### src/rtl/rv32_imem_fetch_pkg.sv
`default_nettype none
// ============================================================================
// Module      : rv32_imem_fetch_pkg
// Description : Shared rv32 types and constants for the instruction fetch path.
// Revision    : 1.0 - initial release
// ============================================================================
package rv32_imem_fetch_pkg;

    typedef logic [31:0] rv32_data_t;
    typedef logic [31:0] rv32_dmem_addr_t;
    typedef logic [31:0] rv32_pc_t;

    typedef struct packed {
        rv32_pc_t   pc;
        rv32_data_t instr;
    } rv32_fetch_entry_t;

    localparam int unsigned RV32_INSTR_BYTES = 4;

    localparam rv32_pc_t c_PC_ALIGN_MASK = 32'hFFFF_FFFC;

    // Instructions are word aligned; the two low PC bits are never meaningful.
    function automatic rv32_pc_t rv32_align_pc(input rv32_pc_t pc);
        return pc & c_PC_ALIGN_MASK;
    endfunction

endpackage : rv32_imem_fetch_pkg
`default_nettype wire

### src/rtl/rv32_imem_fetch_if.sv
`default_nettype none
// ============================================================================
// Module      : rv32_imem_fetch_if
// Description : Instruction memory read port plus decode-facing instr stream.
// Revision    : 1.0 - initial release
// ============================================================================
interface rv32_imem_fetch_if
#(
    parameter int ADDR_W = 13
)
();
    import rv32_imem_fetch_pkg::*;

    logic [ADDR_W-1:0] imem_rdaddress;
    rv32_data_t        imem_q;
    logic              instr_valid;
    logic              instr_ready;
    rv32_data_t        instr_data;
    rv32_pc_t          instr_pc;

    // The fetch unit masters both the memory read port and the instr stream.
    modport master (
        output imem_rdaddress,
        input  imem_q,
        output instr_valid,
        input  instr_ready,
        output instr_data,
        output instr_pc
    );

    modport slave (
        input  imem_rdaddress,
        output imem_q,
        input  instr_valid,
        output instr_ready,
        input  instr_data,
        input  instr_pc
    );

endinterface : rv32_imem_fetch_if
`default_nettype wire

### src/rtl/rv32_fetch_skid_fifo.sv
`default_nettype none
// ============================================================================
// Module      : rv32_fetch_skid_fifo
// Description : 2-entry skid FIFO of {pc, instr} with push/pop/flush.
// Revision    : 1.0 - initial release
// ============================================================================
module rv32_fetch_skid_fifo
    import rv32_imem_fetch_pkg::*;
#(
    parameter int FIFO_DEPTH = 2
)
(
    input  wire logic              clock,
    input  wire logic              reset,
    input  wire logic              push_i,
    input  wire logic              pop_i,
    input  wire logic              flush_i,
    input  wire rv32_fetch_entry_t din_i,
    output rv32_fetch_entry_t      head_o,
    output logic [1:0]             count_o,
    output logic                   valid_o
);

    localparam int c_CNT_W = 2;

    rv32_fetch_entry_t  slot_q [FIFO_DEPTH];
    rv32_fetch_entry_t  slot_d [FIFO_DEPTH];
    logic [c_CNT_W-1:0] count_q;
    logic [c_CNT_W-1:0] count_d;
    logic [c_CNT_W-1:0] w_kept;
    logic               w_pop_ok;

    assign w_pop_ok = pop_i & (count_q != '0);
    assign w_kept   = count_q - {{(c_CNT_W-1){1'b0}}, w_pop_ok};

    // Slot 0 is always the head; a pop shifts slot 1 down before any push lands.
    always_comb begin
        slot_d  = slot_q;
        count_d = w_kept;
        if (w_pop_ok) begin
            slot_d[0] = slot_q[1];
        end
        if (push_i && (w_kept != c_CNT_W'(FIFO_DEPTH))) begin
            slot_d[w_kept[0]] = din_i;
            count_d           = w_kept + 2'd1;
        end
        if (flush_i) begin
            count_d = '0;
        end
    end

    always_ff @(posedge clock) begin
        if (reset) begin
            count_q <= '0;
            for (int i = 0; i < FIFO_DEPTH; i++) begin
                slot_q[i] <= '0;
            end
        end else begin
            count_q <= count_d;
            slot_q  <= slot_d;
        end
    end

    assign head_o  = slot_q[0];
    assign count_o = count_q;
    assign valid_o = (count_q != '0);

endmodule : rv32_fetch_skid_fifo
`default_nettype wire

### src/rtl/rv32_imem_fetch.sv
`default_nettype none
// ============================================================================
// Module      : rv32_imem_fetch
// Description : Instruction fetch initiator with PC redirect and skid buffer.
// Revision    : 1.0 - initial release
// ============================================================================
module rv32_imem_fetch
    import rv32_imem_fetch_pkg::*;
#(
    parameter rv32_pc_t RESET_PC   = 32'h0000_0000,
    parameter int       ADDR_W     = 13,
    parameter int       FIFO_DEPTH = 2
)
(
    input  wire logic     clock,
    input  wire logic     reset,
    input  wire logic     fetch_en,
    input  wire logic     redirect_valid,
    input  wire rv32_pc_t redirect_pc,
    rv32_imem_fetch_if.master bus
);

    localparam rv32_pc_t c_RESET_PC_ALIGNED = RESET_PC & c_PC_ALIGN_MASK;
    localparam rv32_pc_t c_PC_STEP          = rv32_pc_t'(RV32_INSTR_BYTES);

    rv32_pc_t          fetch_pc_q;
    rv32_pc_t          fetch_pc_d;
    rv32_pc_t          inflight_pc_q;
    rv32_pc_t          inflight_pc_d;
    logic              inflight_q;
    logic              inflight_d;

    logic              w_pop;
    logic              w_push;
    logic              w_issue;
    logic [1:0]        w_count;
    logic [2:0]        w_occ;
    logic              w_fifo_valid;
    rv32_fetch_entry_t w_head;
    rv32_fetch_entry_t w_push_entry;

    assign w_pop  = w_fifo_valid & bus.instr_ready;
    // Slots committed after this edge: buffered + returning read - consumed head.
    assign w_occ  = {1'b0, w_count} + {2'b00, inflight_q} - {2'b00, w_pop};
    assign w_issue = fetch_en & ~redirect_valid & (w_occ < 3'd2);
    assign w_push  = inflight_q & ~redirect_valid;

    assign w_push_entry.pc    = inflight_pc_q;
    assign w_push_entry.instr = bus.imem_q;

    always_comb begin
        fetch_pc_d    = fetch_pc_q;
        inflight_pc_d = inflight_pc_q;
        inflight_d    = 1'b0;
        if (redirect_valid) begin
            fetch_pc_d = rv32_align_pc(redirect_pc);
        end else if (w_issue) begin
            inflight_d    = 1'b1;
            inflight_pc_d = fetch_pc_q;
            fetch_pc_d    = fetch_pc_q + c_PC_STEP;
        end
    end

    always_ff @(posedge clock) begin
        if (reset) begin
            fetch_pc_q    <= c_RESET_PC_ALIGNED;
            inflight_pc_q <= '0;
            inflight_q    <= 1'b0;
        end else begin
            fetch_pc_q    <= fetch_pc_d;
            inflight_pc_q <= inflight_pc_d;
            inflight_q    <= inflight_d;
        end
    end

    rv32_fetch_skid_fifo #(
        .FIFO_DEPTH (FIFO_DEPTH)
    ) u_fifo (
        .clock   (clock),
        .reset   (reset),
        .push_i  (w_push),
        .pop_i   (w_pop),
        .flush_i (redirect_valid),
        .din_i   (w_push_entry),
        .head_o  (w_head),
        .count_o (w_count),
        .valid_o (w_fifo_valid)
    );

    // Memory reads every cycle from the current PC; only issued reads are kept.
    assign bus.imem_rdaddress = fetch_pc_q[ADDR_W+1:2];
    assign bus.instr_valid    = w_fifo_valid;
    assign bus.instr_data     = w_head.instr;
    assign bus.instr_pc       = w_head.pc;

endmodule : rv32_imem_fetch
`default_nettype wire

### src/flat_wrapper.sv
// flat-port wrapper written by rule: the top's interface ports become plain ports
module rv32_imem_fetch_flat import rv32_imem_fetch_pkg::*;
#(
    parameter rv32_pc_t RESET_PC   = 32'h0000_0000,
    parameter int       ADDR_W     = 13,
    parameter int       FIFO_DEPTH = 2
)
  (clock, reset, fetch_en, redirect_valid, redirect_pc, bus_imem_rdaddress, bus_imem_q, bus_instr_valid, bus_instr_ready, bus_instr_data, bus_instr_pc);
  rv32_imem_fetch_if #(.ADDR_W(ADDR_W)) bus_i ();
  input  wire logic clock;
  input  wire logic reset;
  input  wire logic fetch_en;
  input  wire logic redirect_valid;
  input  wire rv32_pc_t redirect_pc;
  output wire logic [$bits(bus_i.imem_rdaddress)-1:0] bus_imem_rdaddress;
  input wire logic [$bits(bus_i.imem_q)-1:0] bus_imem_q;
  output wire logic [$bits(bus_i.instr_valid)-1:0] bus_instr_valid;
  input wire logic [$bits(bus_i.instr_ready)-1:0] bus_instr_ready;
  output wire logic [$bits(bus_i.instr_data)-1:0] bus_instr_data;
  output wire logic [$bits(bus_i.instr_pc)-1:0] bus_instr_pc;
  assign bus_imem_rdaddress = bus_i.imem_rdaddress;
  assign bus_i.imem_q = bus_imem_q;
  assign bus_instr_valid = bus_i.instr_valid;
  assign bus_i.instr_ready = bus_instr_ready;
  assign bus_instr_data = bus_i.instr_data;
  assign bus_instr_pc = bus_i.instr_pc;
  rv32_imem_fetch #(.RESET_PC(RESET_PC), .ADDR_W(ADDR_W), .FIFO_DEPTH(FIFO_DEPTH)) u_core (.clock(clock), .reset(reset), .fetch_en(fetch_en), .redirect_valid(redirect_valid), .redirect_pc(redirect_pc), .bus(bus_i));
endmodule
### config.mk
export PLATFORM = sky130hd
export DESIGN_NAME = rv32_imem_fetch_flat
export DESIGN_NICKNAME = d
export VERILOG_FILES = /design/src/rtl/rv32_imem_fetch_pkg.sv /design/src/rtl/rv32_imem_fetch_if.sv /design/src/rtl/rv32_fetch_skid_fifo.sv /design/src/rtl/rv32_imem_fetch.sv /design/src/flat_wrapper.sv
export SDC_FILE = /design/constraint.sdc
export NUM_CORES = 1
export LEC_CHECK = 0
export ABC_AREA = 0
export BUFFER_PORTS_ARGS = -buffer_cell sky130_fd_sc_hd__buf_2
export CAP_MARGIN = 40
export CORE_MARGIN = 2
export CORE_UTILIZATION = 51
export DETAILED_ROUTE_END_ITERATION = 10
export MAX_ROUTING_LAYER = met4
export PLACE_DENSITY_LB_ADDON = 0.05
export SKIP_LAST_GASP = 1
export SLEW_MARGIN = 30
export SYNTH_ARGS = -nofsm -noshare
export SYNTH_HDL_FRONTEND = slang
export SYNTH_SLANG_ARGS = --single-unit
### constraint.sdc
create_clock -name clock -period 3.5 [get_ports clock]
set_input_delay 0.7 -clock clock [delete_from_list [all_inputs] [get_ports clock]]
set_output_delay 0.7 -clock clock [all_outputs]
set_load 0.01 [all_outputs]
# After elaboration in Yosys (flattened, before gate mapping)

Cells that the tools add are included.

Register bits after elaboration: 195
Input bits: 69
Output and inout bits: 78

Add/sub/neg operators: 5
Magnitude comparators: 3
Equality and inequality tests: 1
Muxes and demuxes: 9
Bitwise operators: 7
Reduce and logical (&&, ||, !) cells: 6

Operators by type and width:

| operator                                                   | number |
|---|---|
| bitwise mux 128 bit                                        | 1 |
| two-way mux 128 bit                                        | 1 |
| two-way mux 64 bit                                         | 2 |
| demux 64 bit (select 1 bit)                                | 1 |
| two-way mux 32 bit                                         | 2 |
| adder 32 x 3 -> 32 bit, second input constant              | 1 |
| bitwise AND 1 bit                                          | 5 |
| nonzero test 2 bit                                         | 2 |
| adder 2 x 1 -> 3 bit                                       | 1 |
| less-than comparator 3 x 2 -> 1 bit, second input constant | 1 |
| subtractor 3 x 1 -> 3 bit                                  | 1 |
| adder 2 x 1 -> 2 bit, second input constant                | 1 |
| >= comparator 2 bit, second input constant                 | 1 |
| logical AND 1 bit                                          | 2 |
| less-than comparator 2 x 1 -> 1 bit, second input constant | 1 |
| two-way mux 2 bit                                          | 1 |
| != test 2 bit, second input constant                       | 1 |
| NOT 1 -> 2 bit                                             | 1 |
| AND reduction 2 bit                                        | 1 |
| OR reduction 2 bit                                         | 1 |
| subtractor 2 x 1 -> 2 bit                                  | 1 |
| two-way mux 1 bit                                          | 1 |
| NOT 1 bit                                                  | 1 |

# Longest topological paths before layout

Gate-level depths: netlist (run 1).

Depth after elaboration: 11
Depth in mapped cells: 15
Mapped depth without buffers: 11

# By module

A second synthesis (run 1) with hierarchy kept.

Cell total of the unflattened synthesis: 1107
Area total of the unflattened synthesis: 9708.1 sq um

Modules (own cells, without submodules):

| module               | times used | cells an instance | area an instance (sq um) | seq. area each (sq um) |
|---|---|---|---|---|
| rv32_fetch_skid_fifo | 1          | 712               | 6687.7                   | 2602.5 |
| rv32_imem_fetch      | 1          | 395               | 3020.4                   | 1221.2 |

# Worst setup path after synthesis (run 1)

OpenSTA, ideal clock, no wires.

Path type: reg2reg
From: reg u_core.u_fifo.count_q[1] (netlist: u_core.u_fifo.count_o[1])
To: reg u_core.fetch_pc_q[11]
Arrival: 3.695 ns
Setup slack: -0.323 ns
Cell stages (with the launch flop): 16
Buffers on the path: 4
Period minus slack after synthesis: 3.823 ns
Path through: dfxtp_1 > or2_2 > nand2_1 > clkbuf_1 > buf_2 > inv_1 > ha_1 > nand2b_1 > fa_1 > xor2_1 > or3_1 > clkbuf_1 > clkbuf_1 > nor2_1 > a222oi_1 > nor2_1

Word-level cells in the longest chain between the ends: 6
Elaborated cells on any way between the ends: 7
Classes of those cells: add/sub: 2; order compare: 1; bitwise: 2; reduce/logical: 2

Ends and longest elaborated chain:

| element                             | RTL line                   | text |
|---|---|---|
| start: declaration                  | rv32_fetch_skid_fifo.sv:28 | `logic [c_CNT_W-1:0] count_q;` |
| start signal: assignment            | rv32_fetch_skid_fifo.sv:59 | `count_q <= count_d;` |
| nonzero test 2 bit                  | rv32_fetch_skid_fifo.sv:66 | `assign valid_o = (count_q != '0);` |
| net bus_instr_valid                 | flat_wrapper.sv:17         | `output wire logic [$bits(bus_i.instr_valid)-1:0] bus_instr_valid;` |
| bitwise AND 1 bit                   | rv32_imem_fetch.sv:42      | `assign w_pop = w_fifo_valid & bus.instr_ready;` |
| subtractor 3 x 1 -> 3 bit           | rv32_imem_fetch.sv:44      | `assign w_occ = {1'b0, w_count} + {2'b00, inflight_q} - {2'b00, w_pop};` |
| less-than comparator 3 x 2 -> 1 bit | rv32_imem_fetch.sv:45      | `assign w_issue = fetch_en & ~redirect_valid & (w_occ < 3'd2);` |
| bitwise AND 1 bit                   | rv32_imem_fetch.sv:45      |  |
| nonzero test 2 bit (no line)        | -                          |  |
| end signal: assignment              | rv32_imem_fetch.sv:66      | `fetch_pc_q <= c_RESET_PC_ALIGNED;` |
| end signal: assignment              | rv32_imem_fetch.sv:70      | `fetch_pc_q <= fetch_pc_d;` |
| end: declaration                    | rv32_imem_fetch.sv:26      | `rv32_pc_t fetch_pc_q;` |

The timed path passes the listed nets, and every way through them passes these cells.
A chain may end at the register's enable or synchronous reset.

# Worst setup path after layout (run 1)

From: reg u_core.u_fifo.count_q[1] (netlist: u_core.u_fifo.count_o[1])
To: reg u_core.fetch_pc_q[20]

Word-level cells in the longest chain between the ends: 6
Elaborated cells on any way between the ends: 7
Classes of those cells: add/sub: 2; order compare: 1; bitwise: 2; reduce/logical: 2

Ends and longest elaborated chain:

| element                                                      | RTL line |
|---|---|
| branches (longest 2 deep; another with adder 2 x 1 -> 3 bit) | - |
| subtractor 3 x 1 -> 3 bit (*)                                | rv32_imem_fetch.sv:44 |
| less-than comparator 3 x 2 -> 1 bit (*)                      | rv32_imem_fetch.sv:45 |
| bitwise AND 1 bit (*)                                        | rv32_imem_fetch.sv:45 |
| nonzero test 2 bit (no line) (*)                             | - |

Mark *: on every way between the ends.

==> impl_metrics.json, run 1 <==
{
  "min_from": "u_core.u_fifo.slot_q[32]",
  "crit_start": "u_core.u_fifo.count_o[1]",
  "crit_chain": "or2_2, nand2_4, inv_1, ha_1, nand2b_1, fa_1, xor2_2, or3_1, buf_4, or3_1, a31oi_1",
  "die_w_um": 133,
  "wl_met1_um": 9240,
  "cts_hold_buf": 0,
  "synth_largest_area_cell": "dfxtp_1",
  "post-place-ws_ns": 0.199,
  "cp-start-kind": "flip-flop",
  "vdd_drop_max_mv": 0.360,
  "worst_slack_ns": 0.264,
  "p_per_area_mw_per_mm2": 494,
  "path_class": "reg -> reg",
  "synth.top_cell.area_share_pct": 45.0,
  "clk_path_buf_depth": 2,
  "ant_nets": 0,
  "multi_input_area_mm2": 0.00386,
  "path_delay_family": "simple AND/OR/NAND/NOR gates",
  "end_kind": "flip-flop",
  "cap_violations": 0,
  "final_cell_mix": "dfxtp_1, buf_2, nor2_1, mux2i_1, nand2_1",
  "async_flop_share_pct": 0,
  "ys_top_cells_by_area": "dfxtp_1, mux2i_1, buf_4, nor2_1, a211oi_1",
  "seq_area_mm2": 0.00382,
  "drive_gt1_share_pct": 20.7,
  "tightest_slew_ns": 0.815,
  "antenna_found_initial": 0,
  "path_buf_inv": 2,
  "grt_pass1_vias": 5865,
  "clock_skew_ns": 0.00891,
  "met2WireLength_um": 7870,
  "wl_um": 18200,
  "grt_pass1_wl_um": 30000,
  "gp_congestion": 0.840,
  "grt_setup_unrepaired": "no",
  "drcViolationCount": 0,
  "core_area_mm2": 0.0164,
  "root_buffer": "clkbuf_16",
  "finalCritPeriodShare_pct": 92.5,
  "dp_hpwl_um": 12200,
  "drt_iter0_drc": 371,
  "fillers": 1514,
  "synth_nets": 1019,
  "cp_common_cell": "or3_1",
  "nNetsFinal": 1062,
  "grt_overflow": 0,
  "fin_crit_ns": 3.24,
  "cp_data_required_time_ns": 3.85,
  "viasPerCell": 5.33,
  "wl_met3_um": 855,
  "antennaDiodeCount": 0,
  "synthFlopType": "dfxtp_1",
  "initial_utilization_pct": 51.8,
  "htreeDepth": 4,
  "yosys_warnings": 0,
  "hold_class": "reg -> reg",
  "num_rows": 47,
  "wl_per_cell_um": 14.9,
  "synth.avg_cell_area_um2": 9.00,
  "topRoutingLayerUsed": "met4",
  "leakage_nw": 4.13,
  "finalSetupViolations": 0,
  "syn_area_mm2": 0.00850,
  "postSynthCellCount": 944,
  "ctsResizeCount": 0,
  "clk_pin_slew_worst_paths_ns": 0.06,
  "dr.pass1.iters": 5,
  "cts_sinks": 191,
  "cp_max_fo": 15,
  "synth-edff-count": 0,
  "hold_violations": 0,
  "critPathSlowestCell": "or3_1",
  "area_growth_pct": 12.8,
  "ys_types": 43,
  "cp_data_arrival_time_ns": 3.59,
  "maxSlewViolCount": 0,
  "cts_made_buffers": 17,
  "cts_tree": "yes",
  "layout_commonest_cell": "dfxtp_1",
  "max_stage_delay_ns": 0.49,
  "fp.dieH_um": 133,
  "setup-tns-final_ns": 0,
  "via_count": 6495,
  "io_buffers": 144,
  "grt_max_degree": 75,
  "cts_setup_buffers": 0,
  "clk_latency_ns": 0.43,
  "dieArea_mm2": 0.0177,
  "slew_headroom_pct": 45.6,
  "synth_seq_cells": 191,
  "num_io_pins": 147,
  "synth_seq_area_share_pct": 45.0,
  "regToRegStartpoint": "u_core.u_fifo.count_o[1]",
  "status": "finished, final reports clean",
  "grt_usage_pct": 21.4,
  "max_freq_ghz": 0.309
}
## layer usage
layer  track usage, %  vias up
li1                 -     3318
met4             6.81        0
met5                -        -
met2             30.1      148
met1             31.1     3013
met3             3.83       16
## synth_stat cells (5+ instances only)
cell	instances
mux2i_1	126
a21oi_1	47
nand3_1	11
clkbuf_1	46
nor2_1	137
dfxtp_1	191
a211oi_1	64
nor3_1	14
nand2_1	94
inv_1	8
o21ai_0	6
o211ai_1	5
nand4_1	11
and2_1	7
a31oi_1	15
buf_1	10
ha_1	5
or3_1	8
buf_2	8
xor2_1	6
buf_4	77
o311ai_0	8
o22ai_1	5
## final timing paths
| check | endpoint | slack, ns | cells past startpoint |
|---|---|---|---|
| max reg2reg | u_core.fetch_pc_q[20] | 0.26 | 11 |
| max | u_core.fetch_pc_q[20] | 0.26 | 11 |
| min | u_core.u_fifo.slot_q[32] | 0.46 | 1 |
| min reg2reg | u_core.u_fifo.slot_q[32] | 0.46 | 1 |
## through the flow
stage	std cells	utilization, %	power, mW	area [µm²]	hold WS (ns)
3_5_place_dp	1187	54.6	2.74	8950	0.449
6_report	1218	58.4	4.74	9580	0.462
4_1_cts	1217	58.4	4.79	9580	0.464
2_1_floorplan	944	-	2.62	8510	0.429
5_1_grt	1218	58.4	4.92	9580	0.477
3_3_place_gp	1187	54.5	2.74	8950	0.443
## cell type report
cell class              instances  area share, %
clock buffers                  24           5.13
clock inverters                 6           1.36
inverters                       8          0.313
multi-input cells             604           40.3
flip-flops and latches        191           39.9
well taps                     220           2.87
repair buffers                165           10.2
## where the power goes
group          internal [mW]  total [mW]  switching, mW
combinational          0.162       0.393          0.231
sequential              2.24        2.30         0.0583
clock                   1.26        2.05          0.784
total                   3.66        4.74           1.07
## kinds of logic after synthesis
family	count (synthesis)	share of synthesized area (%)
DFF	191	45.0
and+or+nand+nor	303	15.5
xor gates and xnor gates	8	0.825
muxes	129	15.2
AOI/OAI and AO/OA	158	12.3
buffers and inverters	149	10.1
adders and majority gates	6	0.972
Power figures use the tool's default switching activity.
==> run 2, diff against run 1 <==
Settings changed: BUFFER_PORTS_ARGS -buffer_cell sky130_fd_sc_hd__buf_2 to not set, CORE_UTILIZATION 51 to 57, DONT_BUFFER_PORTS set to 1, PLACE_DENSITY_LB_ADDON 0.05 to 0.1.
==> impl_metrics.json, run 2 (synthesis gave the netlist of run 1 again) <==
{
  "maxSlewViolCount": 0,
  "antenna_found_initial": 0,
  "clk_latency_ns": 0.42,
  "worst_slack_ns": 0.290,
  "gp_congestion": 0.850,
  "core_area_mm2": 0.0145,
  "cts_sinks": 191,
  "p_per_area_mw_per_mm2": 536,
  "post-place-ws_ns": 0.291,
  "place_area_mm2": 0.00809,
  "p_int_mw": 3.65,
  "layout_commonest_cell": "dfxtp_1",
  "fin_area_mm2": 0.00876,
  "io_buffers": 0,
  "drive_gt1_share_pct": 7.29,
  "tightest_slew_ns": 0.816,
  "drt_iter0_drc": 357,
  "max_freq_ghz": 0.312,
  "via_count": 6092,
  "setup-tns-final_ns": 0,
  "initial_utilization_pct": 58.5,
  "grt_overflow": 0,
  "dp.cells": 1002,
  "ctsResizeCount": 0,
  "p_clk_share_pct": 45.4,
  "hold_class": "in -> reg",
  "dp_hpwl_um": 11800,
  "grt_pass1_vias": 5831,
  "wl_um": 17800,
  "num_rows": 44,
  "seq_power_share_pct": 49.6,
  "drcViolationCount": 0,
  "finalCritPeriodShare_pct": 91.7,
  "ant_nets": 0,
  "p_sw_share_pct": 22.3,
  "area_growth_pct": 3.05,
  "clk_path_buf_depth": 2,
  "multi_input_area_mm2": 0.00386,
  "cts_made_buffers": 17,
  "seq_area_mm2": 0.00382,
  "htreeDepth": 4,
  "cp_data_arrival_time_ns": 3.52,
  "viasPerCell": 5.89,
  "cp_max_fo": 11,
  "finalSetupViolations": 0,
  "vdd_drop_max_mv": 0.334,
  "leakage_nw": 3.41,
  "fp.dieH_um": 126,
  "nNetsFinal": 912,
  "grt_setup_unrepaired": "no",
  "grt_usage_pct": 23.1,
  "die_w_um": 126,
  "slew_headroom_pct": 45.2,
  "final_cell_mix": "dfxtp_1, nor2_1, mux2i_1, nand2_1, a211oi_1",
  "cts_setup_buffers": 0,
  "fin_crit_ns": 3.21,
  "dieArea_mm2": 0.0159,
  "hold_violations": 0,
  "clock_skew_ns": 0.00739,
  "antennaDiodeCount": 0,
  "cp-start-kind": "flip-flop",
  "end_kind": "flip-flop",
  "path_class": "reg -> reg",
  "clk_pin_slew_worst_paths_ns": 0.07,
  "num_io_pins": 147,
  "grt_max_degree": 191,
  "root_buffer": "clkbuf_16",
  "fillers": 1270,
  "layout.cells.non_filler": 1034,
  "cp_data_required_time_ns": 3.81,
  "grt_pass1_wl_um": 29400,
  "wl_per_cell_um": 17.2,
  "cap_violations": 0,
  "power_frac_comb_pct": 5.1,
  "power_switching_mw": 1.05,
  "cts_tree": "yes",
  "dr.pass1.iters": 7,
  "cts_hold_buf": 0,
  "status": "finished, final reports clean"
}
## run 2: cell type report
type / instances / share of cell area (%)
clock buffers: 19 / 5.17
multi-input cells: 604 / 44.0
inverters: 8 / 0.343
repair buffers: 15 / 1.76
flip-flops and latches: 191 / 43.7
clock inverters: 13 / 2.39
well taps: 184 / 2.63
## run 2: path summary, 6_finish.rpt
path / endpoint / cells after the start / from / slack, ns
setup / recovery: u_core.fetch_pc_q[11] / 12 / u_core.u_fifo.count_o[1] / 0.29
hold / removal: u_core.u_fifo.head_o[23] / 1 / reset / 0.35
setup reg to reg: u_core.fetch_pc_q[11] / 12 / u_core.u_fifo.count_o[1] / 0.29
hold reg to reg: u_core.u_fifo.slot_q[33] / 1 / u_core.u_fifo.slot_q[33] / 0.47
## run 2: through the flow
stage / hold slack (ns) / power, mW / util [%]
global placement: 0.444 / 2.60 / 55.7
detailed placement: 0.450 / 2.61 / 55.7
floorplan: 0.429 / 2.62 / -
finish: 0.351 / 4.70 / 60.2
CTS: 0.334 / 4.74 / 60.2
global route: 0.328 / 4.87 / 60.2
## run 2: power by group through the flow
stage / Clock (mW) / Combinational (mW) / Sequential (mW)
after detailed placement: 0 / 0.237 / 2.38
after global placement: 0 / 0.230 / 2.37
after global routing: 2.26 / 0.266 / 2.33
after CTS: 2.17 / 0.239 / 2.33
final: 2.13 / 0.238 / 2.33
after floorplan: 0 / 0.292 / 2.33
## run 2: per-layer routing
layer  wire (µm)  vias up  GRT usage [%]
met5           0        -              -
met1        8170     2896           29.6
met4         159        0           6.27
met3        1190       12           5.90
met2        8290      174           36.6
li1            -     3010              -
## run 2: worst max-delay path: stages, from the launching register on
cell and delay [ns]:
dfxtp_1 0.38, or2_2 0.36, nand2_4 0.08, inv_1 0.05
ha_1 0.26, nand2b_1 0.15, fa_1 0.40, xor2_2 0.49
or3_1 0.27, buf_4 0.20, nor2_1 0.05, a222oi_1 0.33
nor2_1 0.07
